### src/rtl/addsub_multicycle_if.sv
// Operand/result handshake bundle for the multi-cycle add/subtract unit.
interface addsub_multicycle_if #(parameter int WIDTH = 8);
  logic             in_valid;
  logic             in_ready;
  logic [WIDTH-1:0] a;
  logic [WIDTH-1:0] b;
  logic             op_sub;
  logic             sat_en;
  logic             out_valid;
  logic             out_ready;
  logic [WIDTH-1:0] result;
  logic             overflow;
  logic             carry;
  logic             zero;
  logic             negative;
  logic             sticky_ovf;
  logic             sticky_clr;

  modport master (
    output in_valid, a, b, op_sub, sat_en, out_ready, sticky_clr,
    input  in_ready, out_valid, result, overflow, carry, zero, negative, sticky_ovf
  );

  modport slave (
    input  in_valid, a, b, op_sub, sat_en, out_ready, sticky_clr,
    output in_ready, out_valid, result, overflow, carry, zero, negative, sticky_ovf
  );
endinterface

### src/rtl/addsub_multicycle.sv
// Multi-cycle signed add/subtract: CHUNK bits per clock through a registered carry,
// with optional saturation, status flags and a sticky overflow bit.
module addsub_multicycle #(
  parameter int WIDTH = 8,
  parameter int CHUNK = 4
) (
  input  logic                clk,
  input  logic                rst_n,
  addsub_multicycle_if.slave  bus
);
  localparam int STEPS = WIDTH / CHUNK;
  localparam int CW    = (STEPS > 1) ? $clog2(STEPS) : 1;
  localparam int MSB   = WIDTH - 1;

  typedef enum logic [1:0] {IDLE, BUSY, DONE} state_e;

  state_e           state_q, state_d;
  logic [WIDTH-1:0] a_q, a_d, b_q, b_d, raw_q, raw_d;
  logic             op_q, op_d, sat_q, sat_d, cy_q, cy_d, sticky_q, sticky_d;
  logic [CW-1:0]    step_q, step_d;

  logic [CHUNK:0]   sum;
  logic [WIDTH-1:0] res;
  logic             accept, consume, ovf, last;

  assign accept  = (state_q == IDLE) && bus.in_valid;
  assign consume = (state_q == DONE) && bus.out_ready;
  assign last    = (step_q == CW'(STEPS - 1));
  assign sum     = {1'b0, a_q[step_q*CHUNK +: CHUNK]} + {1'b0, b_q[step_q*CHUNK +: CHUNK]}
                 + {{CHUNK{1'b0}}, cy_q};
  assign ovf     = (a_q[MSB] == b_q[MSB]) && (raw_q[MSB] != a_q[MSB]);
  assign res     = (sat_q && ovf) ? {a_q[MSB], {(WIDTH-1){~a_q[MSB]}}} : raw_q;

  always_ff @(posedge clk or negedge rst_n) begin
    if (!rst_n) begin
      state_q  <= IDLE;
      a_q      <= '0;
      b_q      <= '0;
      raw_q    <= '0;
      op_q     <= 1'b0;
      sat_q    <= 1'b0;
      cy_q     <= 1'b0;
      step_q   <= '0;
      sticky_q <= 1'b0;
    end else begin
      state_q  <= state_d;
      a_q      <= a_d;
      b_q      <= b_d;
      raw_q    <= raw_d;
      op_q     <= op_d;
      sat_q    <= sat_d;
      cy_q     <= cy_d;
      step_q   <= step_d;
      sticky_q <= sticky_d;
    end
  end

  always_comb begin
    state_d  = state_q;
    a_d      = a_q;
    b_d      = b_q;
    raw_d    = raw_q;
    op_d     = op_q;
    sat_d    = sat_q;
    cy_d     = cy_q;
    step_d   = step_q;
    sticky_d = sticky_q;
    unique case (state_q)
      IDLE: if (accept) begin
        a_d     = bus.a;
        b_d     = bus.op_sub ? ~bus.b : bus.b;
        op_d    = bus.op_sub;
        sat_d   = bus.sat_en;
        cy_d    = bus.op_sub;
        raw_d   = '0;
        step_d  = '0;
        state_d = BUSY;
      end
      BUSY: begin
        raw_d[step_q*CHUNK +: CHUNK] = sum[CHUNK-1:0];
        cy_d   = sum[CHUNK];
        step_d = step_q + CW'(1);
        if (last) state_d = DONE;
      end
      DONE: if (consume) state_d = IDLE;
      default: state_d = IDLE;
    endcase
    // A consumed overflow wins over a same-edge clear.
    if (consume && ovf)     sticky_d = 1'b1;
    else if (bus.sticky_clr) sticky_d = 1'b0;
  end

  always_comb begin
    bus.in_ready  = (state_q == IDLE);
    bus.out_valid = 1'b0;
    bus.result    = '0;
    bus.overflow  = 1'b0;
    bus.carry     = 1'b0;
    bus.zero      = 1'b0;
    bus.negative  = 1'b0;
    bus.sticky_ovf = sticky_q;
    if (state_q == DONE) begin
      bus.out_valid = 1'b1;
      bus.result    = res;
      bus.overflow  = ovf;
      bus.carry     = op_q ^ cy_q;
      bus.zero      = (res == '0);
      bus.negative  = res[MSB];
    end
  end
endmodule

### src/flat_wrapper.sv
// flat-port wrapper written by rule: the top's interface ports become plain ports
module addsub_multicycle_flat 
#(
  parameter int WIDTH = 8,
  parameter int CHUNK = 4
)
  (clk, rst_n, bus_in_valid, bus_a, bus_b, bus_op_sub, bus_sat_en, bus_out_ready, bus_sticky_clr, bus_in_ready, bus_out_valid, bus_result, bus_overflow, bus_carry, bus_zero, bus_negative, bus_sticky_ovf);
  addsub_multicycle_if #(.WIDTH(WIDTH)) bus_i ();
  input  logic clk;
  input  logic rst_n;
  input wire logic [$bits(bus_i.in_valid)-1:0] bus_in_valid;
  input wire logic [$bits(bus_i.a)-1:0] bus_a;
  input wire logic [$bits(bus_i.b)-1:0] bus_b;
  input wire logic [$bits(bus_i.op_sub)-1:0] bus_op_sub;
  input wire logic [$bits(bus_i.sat_en)-1:0] bus_sat_en;
  input wire logic [$bits(bus_i.out_ready)-1:0] bus_out_ready;
  input wire logic [$bits(bus_i.sticky_clr)-1:0] bus_sticky_clr;
  output wire logic [$bits(bus_i.in_ready)-1:0] bus_in_ready;
  output wire logic [$bits(bus_i.out_valid)-1:0] bus_out_valid;
  output wire logic [$bits(bus_i.result)-1:0] bus_result;
  output wire logic [$bits(bus_i.overflow)-1:0] bus_overflow;
  output wire logic [$bits(bus_i.carry)-1:0] bus_carry;
  output wire logic [$bits(bus_i.zero)-1:0] bus_zero;
  output wire logic [$bits(bus_i.negative)-1:0] bus_negative;
  output wire logic [$bits(bus_i.sticky_ovf)-1:0] bus_sticky_ovf;
  assign bus_i.in_valid = bus_in_valid;
  assign bus_i.a = bus_a;
  assign bus_i.b = bus_b;
  assign bus_i.op_sub = bus_op_sub;
  assign bus_i.sat_en = bus_sat_en;
  assign bus_i.out_ready = bus_out_ready;
  assign bus_i.sticky_clr = bus_sticky_clr;
  assign bus_in_ready = bus_i.in_ready;
  assign bus_out_valid = bus_i.out_valid;
  assign bus_result = bus_i.result;
  assign bus_overflow = bus_i.overflow;
  assign bus_carry = bus_i.carry;
  assign bus_zero = bus_i.zero;
  assign bus_negative = bus_i.negative;
  assign bus_sticky_ovf = bus_i.sticky_ovf;
  addsub_multicycle #(.WIDTH(WIDTH), .CHUNK(CHUNK)) u_core (.clk(clk), .rst_n(rst_n), .bus(bus_i));
endmodule
### config.mk
export PLATFORM = sky130hd
export DESIGN_NAME = addsub_multicycle_flat
export DESIGN_NICKNAME = d
export VERILOG_FILES = /design/src/rtl/addsub_multicycle_if.sv /design/src/rtl/addsub_multicycle.sv /design/src/flat_wrapper.sv
export SDC_FILE = /design/constraint.sdc
export NUM_CORES = 1
export LEC_CHECK = 0
export ABC_AREA = 1
export CORE_ASPECT_RATIO = 1.4
export CORE_MARGIN = 4
export CORE_UTILIZATION = 50
export CTS_CLUSTER_DIAMETER = 150
export DETAILED_ROUTE_END_ITERATION = 6
export HOLD_SLACK_MARGIN = 0.12
export PLACE_DENSITY = 0.91
export SLEW_MARGIN = 15
export SYNTH_ARGS = -nofsm -noshare
export SYNTH_HDL_FRONTEND = slang
export SYNTH_SLANG_ARGS = --single-unit
export TNS_END_PERCENT = 30
### constraint.sdc
create_clock -name clk -period 2.6 [get_ports clk]
set_input_delay 0.52 -clock clk [delete_from_list [all_inputs] [get_ports clk]]
set_output_delay 0.52 -clock clk [all_outputs]
set_load 0.02 [all_outputs]
; ---- Yosys cells after proc, flatten, opt, wreduce, memory -nomap -nowiden
; Index checks and enable logic that the tools add are counted.
[word_totals]
latch_bits = 0
out_inout_bits = 15
mem_count = 0
word_cells = 60
mem_bits_rw = 0
mem_bits_ro = 0
input_bits = 23
register_bits = 31
[op_classes]
n_mul = 0
n_eq_ne = 7
mux = 21
div_mod_pow = 0
add_sub_neg = 4
n_shift = 4
order_cmp = 0
bitwise_logic = 3
n_reduce_logical = 12
[ops]
columns = op, count
row1 = negator 3 -> 34 bit, 1
row2 = "variable shift 4 x 34 -> 8 bit, first input constant", 1
row3 = variable part select 4 x 34 -> 8 bit, 1
row4 = 2-to-1 mux 8 bit, 4
row5 = one-hot mux 8 bit (2 select lines), 1
row6 = variable part select 8 x 4 -> 4 bit, 2
row7 = 2-to-1 mux 1 bit, 9
row8 = bitwise mux 8 bit, 1
row9 = logical NOT 8 bit, 1
row10 = inverter 8 bit, 1
row11 = 2-to-1 mux 2 bit, 3
row12 = "inequality test 2 x 1 -> 1 bit, second input constant", 3
row13 = one-hot mux 2 bit (3 select lines), 1
row14 = adder 4 x 4 -> 5 bit, 1
row15 = adder 5 x 1 -> 5 bit, 1
row16 = logical AND 1 bit, 5
row17 = one-hot mux 1 bit (2 select lines), 2
row18 = AND reduction 2 bit, 2
row19 = nonzero test 2 bit, 2
row20 = AND reduction 3 bit, 1
row21 = "equality test 2 x 1 -> 1 bit, second input constant", 1
row22 = "equality test 2 bit, second input constant", 1
row23 = logical NOT 2 bit, 1
row24 = "adder 1 bit, second input constant", 1
row25 = other kinds (4), 4

; ---- Depth between registers and ports, before layout
[depth]
ltp_word = 6
mapped_depth = 11
mapped_depth_nobuf = 9

; ---- Least setup slack after synthesis
; No wires, ideal clock.
[synth_path]
kind = flip-flop to output port
start = register u_core.state_q[0]
end = output bus_result[7]
path_buffers = 2
stages_incl_launch_ff = 6
slack_ns = 0.325
required_ns = 2.080
arrival_ns = 1.755
cell_sequence = dfrtp_1 -> nor2_2 -> inv_1 -> buf_2 -> a211oi_1 -> buf_4
[synth_between]
elab_chain_len = 2
[synth_rtl]
columns = item, line_no
row1 = start: declaration, addsub_multicycle.sv:17  ; state_e state_q, state_d;
row2 = start signal: assignment, addsub_multicycle.sv:46  ; state_q <= state_d;
row3 = equality test 2 bit, addsub_multicycle.sv:102  ; if (state_q == DONE) begin
row4 = 2-to-1 mux 8 bit, addsub_multicycle.sv:102
row5 = end: declaration, flat_wrapper.sv:20  ; output wire logic [$bits(bus_i.result)-1:0] bus_result;
; Every way passes these cells.

; ---- Worst setup path in the final report
[layout_path]
start = register u_core.raw_q[7]
end = output bus_result[2]
[layout_between]
elab_chain_len = 5
[layout_rtl]
columns = item, line_no
row1 = start: declaration, addsub_multicycle.sv:18  ; logic [WIDTH-1:0] a_q, a_d, b_q, b_d, raw_q, raw_d;
row2 = start signal: assignment, addsub_multicycle.sv:49  ; raw_q <= raw_d;
row3 = inequality test 1 bit, addsub_multicycle.sv:31  ; assign ovf = (a_q[MSB] == b_q[MSB]) && (raw_q[MSB] != a_q[MSB]);
row4 = logical AND 1 bit, addsub_multicycle.sv:31
row5 = logical AND 1 bit, addsub_multicycle.sv:32  ; assign res = (sat_q && ovf) ? {a_q[MSB], {(WIDTH-1){~a_q[MSB]}}} : raw_q;
row6 = 2-to-1 mux 8 bit, addsub_multicycle.sv:32
row7 = 2-to-1 mux 8 bit, addsub_multicycle.sv:102
; Every way passes these cells.

==> run summary <==
Hold slack: 0.4837 ns
Placed cell count: 280
Synthesized cell area: 1682 um2
Fin nets: 276
Net Count, Synth: 238
I/O pins: 38
Detailed Route Iter0 Violations: 69
Crit path DAT: 1.94 ns
Layout cells sized above 1: 0.08032
Critical path class: reg2out
Initial antenna violation count: 0
Switch share: 0.4325
Port bufs: 37
Post-layout instance area: 2182 um2
Count of different cell masters after synthesis: 24
Final hold viol count: 0
Final setup fails: 0
Die Footprint: 4368 um2
Clk pwr share: 0.164
Fmax achieved: 0.4067 GHz
WL final: 3597 um
Remaining antenna violation count: 0
Post-Layout Cell Count: 288
Pre-antenna DRT Iters: 4
Mean routed wirelength per cell: 12.49 um
GRT Overall Usage: 0.1839
Area of the multi-input gates: 774.5 um2
P&R area growth vs syn: 29.76%
R2r setup slk: 0.57 ns
Peak supply drop: 0.7606 mV
Flop pwr share: 0.331
Storage cell area: 775.7 um2
Number of diodes: 0
Internal power: 1436 uW
Clock Latency Late Sink: 0.29 ns
Post-CTS Setup Bufs: 0
Clock-pin slew on the worst setup and hold paths: 0.06 ns
Sequential area share after synthesis: 0.4613
# rows: 24
CORE AREA: 3183 um2
Worst stage delay on the critical path: 0.54 ns
Final Max Slew Viols: 0
Placed Area: 2067 um2
Worst-Margin Slew: 0.5154 ns
First-pass GRT wire length: 6258 um
HP Class: reg2reg
RSZ-0062 raised after global routing: no
Filler Cell Count: 268
#FFs+latches synth: 31
CTS tree: built
Crit path required time: 2.08 ns
Setup crit start kind: register
Setup TNS: 0 ns
CP Cell Sequence: inv_2 > nand2_1 > nand2_2 > nand3_2 > a21oi_2 > nor2_1 > clkdlybuf4s50_1
Initial Utilization: 0.5283
Gpl congestion: 0.8360
Clock skew: 0.002733 ns
Total CTS buffers: 5
Final period util: 0.9457
Clock sinks: 31
Worst setup EP type: primary output
Chip Width: 57.02 um
Post-route DRC: 0
Critical-path top delay cell: clkdlybuf4s50_1
Pwr Total: 2531 uW
Number of global-route vias before repair: 1488
Yosys warnings: 0
Most common cell after layout, fill and taps aside: nand2_1
Gate power share: 0.505
P_sw: 1094 uW
Detailed Place HPWL: 2709 um
Cells after Synth: 210
Crit path time final: 2.459 ns
CP Max Fanout: 11
Status: finished clean
Most frequent cells in the layout: nand2_1 (80), dfrtp_1 (31), clkdlybuf4s50_1 (28)
Root buffer cell: clkbuf_8
Max_cap viols: 0
Die Y: 76.62 um
Via Count: 1470
GRT Residual Overflow: 0
Hold_buf cts: 0
Clk buf depth: 2
CTS HTree Levels: 2
DR vias/cell: 5.104
Leakage: 0.001145 uW
Largest net degree at the start of global routing: 32
Syn Area/Cell: 8.008 um2
Pwr/cell area: 1160 nW/um2
Rel. slew slack: 0.6553
metal layers:
layer / vias up / global-route usage / share of wire
met1: 684 / 0.1889 / 0.36
met5: - / 0 / 0
li1: 733 / - / -
met4: 0 / 0.09281 / 0.033
met3: 11 / 0.05085 / 0.049
met2: 42 / 0.3295 / 0.56
layout make-up:
type                    instances  share of cell area
flip-flops and latches         31              0.3555
multi-input cells             150              0.3549
repair buffers                 41              0.1886
clock buffers                   8             0.04587
inverters                      19             0.03268
well taps                      39             0.02236
cell families after synthesis:
group,after synthesis,synth area share
AOI/OAI and AO/OA,33,0.1094
xor gates and xnor gates,11,0.05729
adders and majority gates,5,0.04613
buffers and inverters,29,0.08035
DFF,31,0.4613
and+or+nand+nor,101,0.2455
state kept, by name, indices dropped and copies added (netlist names):
name,count
u_core.raw_q,8
u_core.bus.sticky_ovf,1
u_core.sat_q,1
u_core.b_q,8
u_core.state_q,2
u_core.last,1
u_core.op_q,1
u_core.a_q,8
u_core.cy_q,1
through the flow:
step	util	setup slack, ns
floorplan	-	0.3249
global placement	0.6494	0.3216
detailed placement	0.6494	0.2524
CTS	0.6796	0.005463
global route	0.6855	0.03272
finish	0.6855	0.1413
power groups by stage:
stage / Clock [uW] / Combinational (uW) / Sequential, uW
6_report: 416 / 1280 / 838
2_1_floorplan: 0 / 955 / 809
5_1_grt: 453 / 1450 / 861
3_3_place_gp: 0 / 1230 / 828
3_5_place_dp: 0 / 1280 / 844
4_1_cts: 424 / 1290 / 836
synth_stat cells:
cell type / n / area, um2
nand3_2: 1 / 10.01
o21ai_0: 21 / 105.1
nand2_1: 80 / 300.3
buf_2: 6 / 30.03
xnor2_1: 10 / 87.58
ha_1: 3 / 37.54
a21oi_4: 1 / 16.27
nand4_1: 1 / 6.260
buf_6: 1 / 11.26
a21boi_0: 1 / 7.510
buf_4: 3 / 22.52
nor2_1: 7 / 26.28
a21oi_1: 7 / 35.03
a211oi_1: 1 / 7.510
nor2_2: 2 / 12.51
o22ai_1: 2 / 12.51
inv_1: 18 / 67.56
dfrtp_1: 31 / 775.7
nand2_2: 2 / 12.51
nand3_1: 7 / 35.03
nor3_2: 1 / 10.01
xor2_1: 1 / 8.760
fa_1: 2 / 40.04
inv_2: 1 / 3.750
critical path, delay by kind of cell, from the launching register on:
kind / cells / cell delay (ns)
DFF: 1 / 0.40
and+or+nand+nor: 4 / 0.40
AOI/OAI and AO/OA: 1 / 0.20
buffers and inverters: 2 / 0.63
worst paths after layout:
path,from,to,depth (start not counted)
setup / recovery,u_core.raw_q[7]$_DFFE_PN0P_,bus_result[2],7
hold / removal,u_core.a_q[6]$_DFFE_PN0P_,u_core.a_q[6]$_DFFE_PN0P_,2
setup reg to reg,u_core.last$_DFFE_PN0P_,u_core.cy_q$_DFFE_PN0P_,9
hold reg to reg,u_core.a_q[6]$_DFFE_PN0P_,u_core.a_q[6]$_DFFE_PN0P_,2
max in group asynchronous,rst_n,u_core.bus.sticky_ovf$_DFFE_PN0P_,2
min in group asynchronous,rst_n,u_core.b_q[0]$_DFFE_PN0P_,2
what timing repair did:
action                     in CTS  in global routing
gates resized for setup         3                  7
setup endpoints to repair       3                  7
hold endpoints to repair        0                  0
Power figures use the tool's default switching activity.
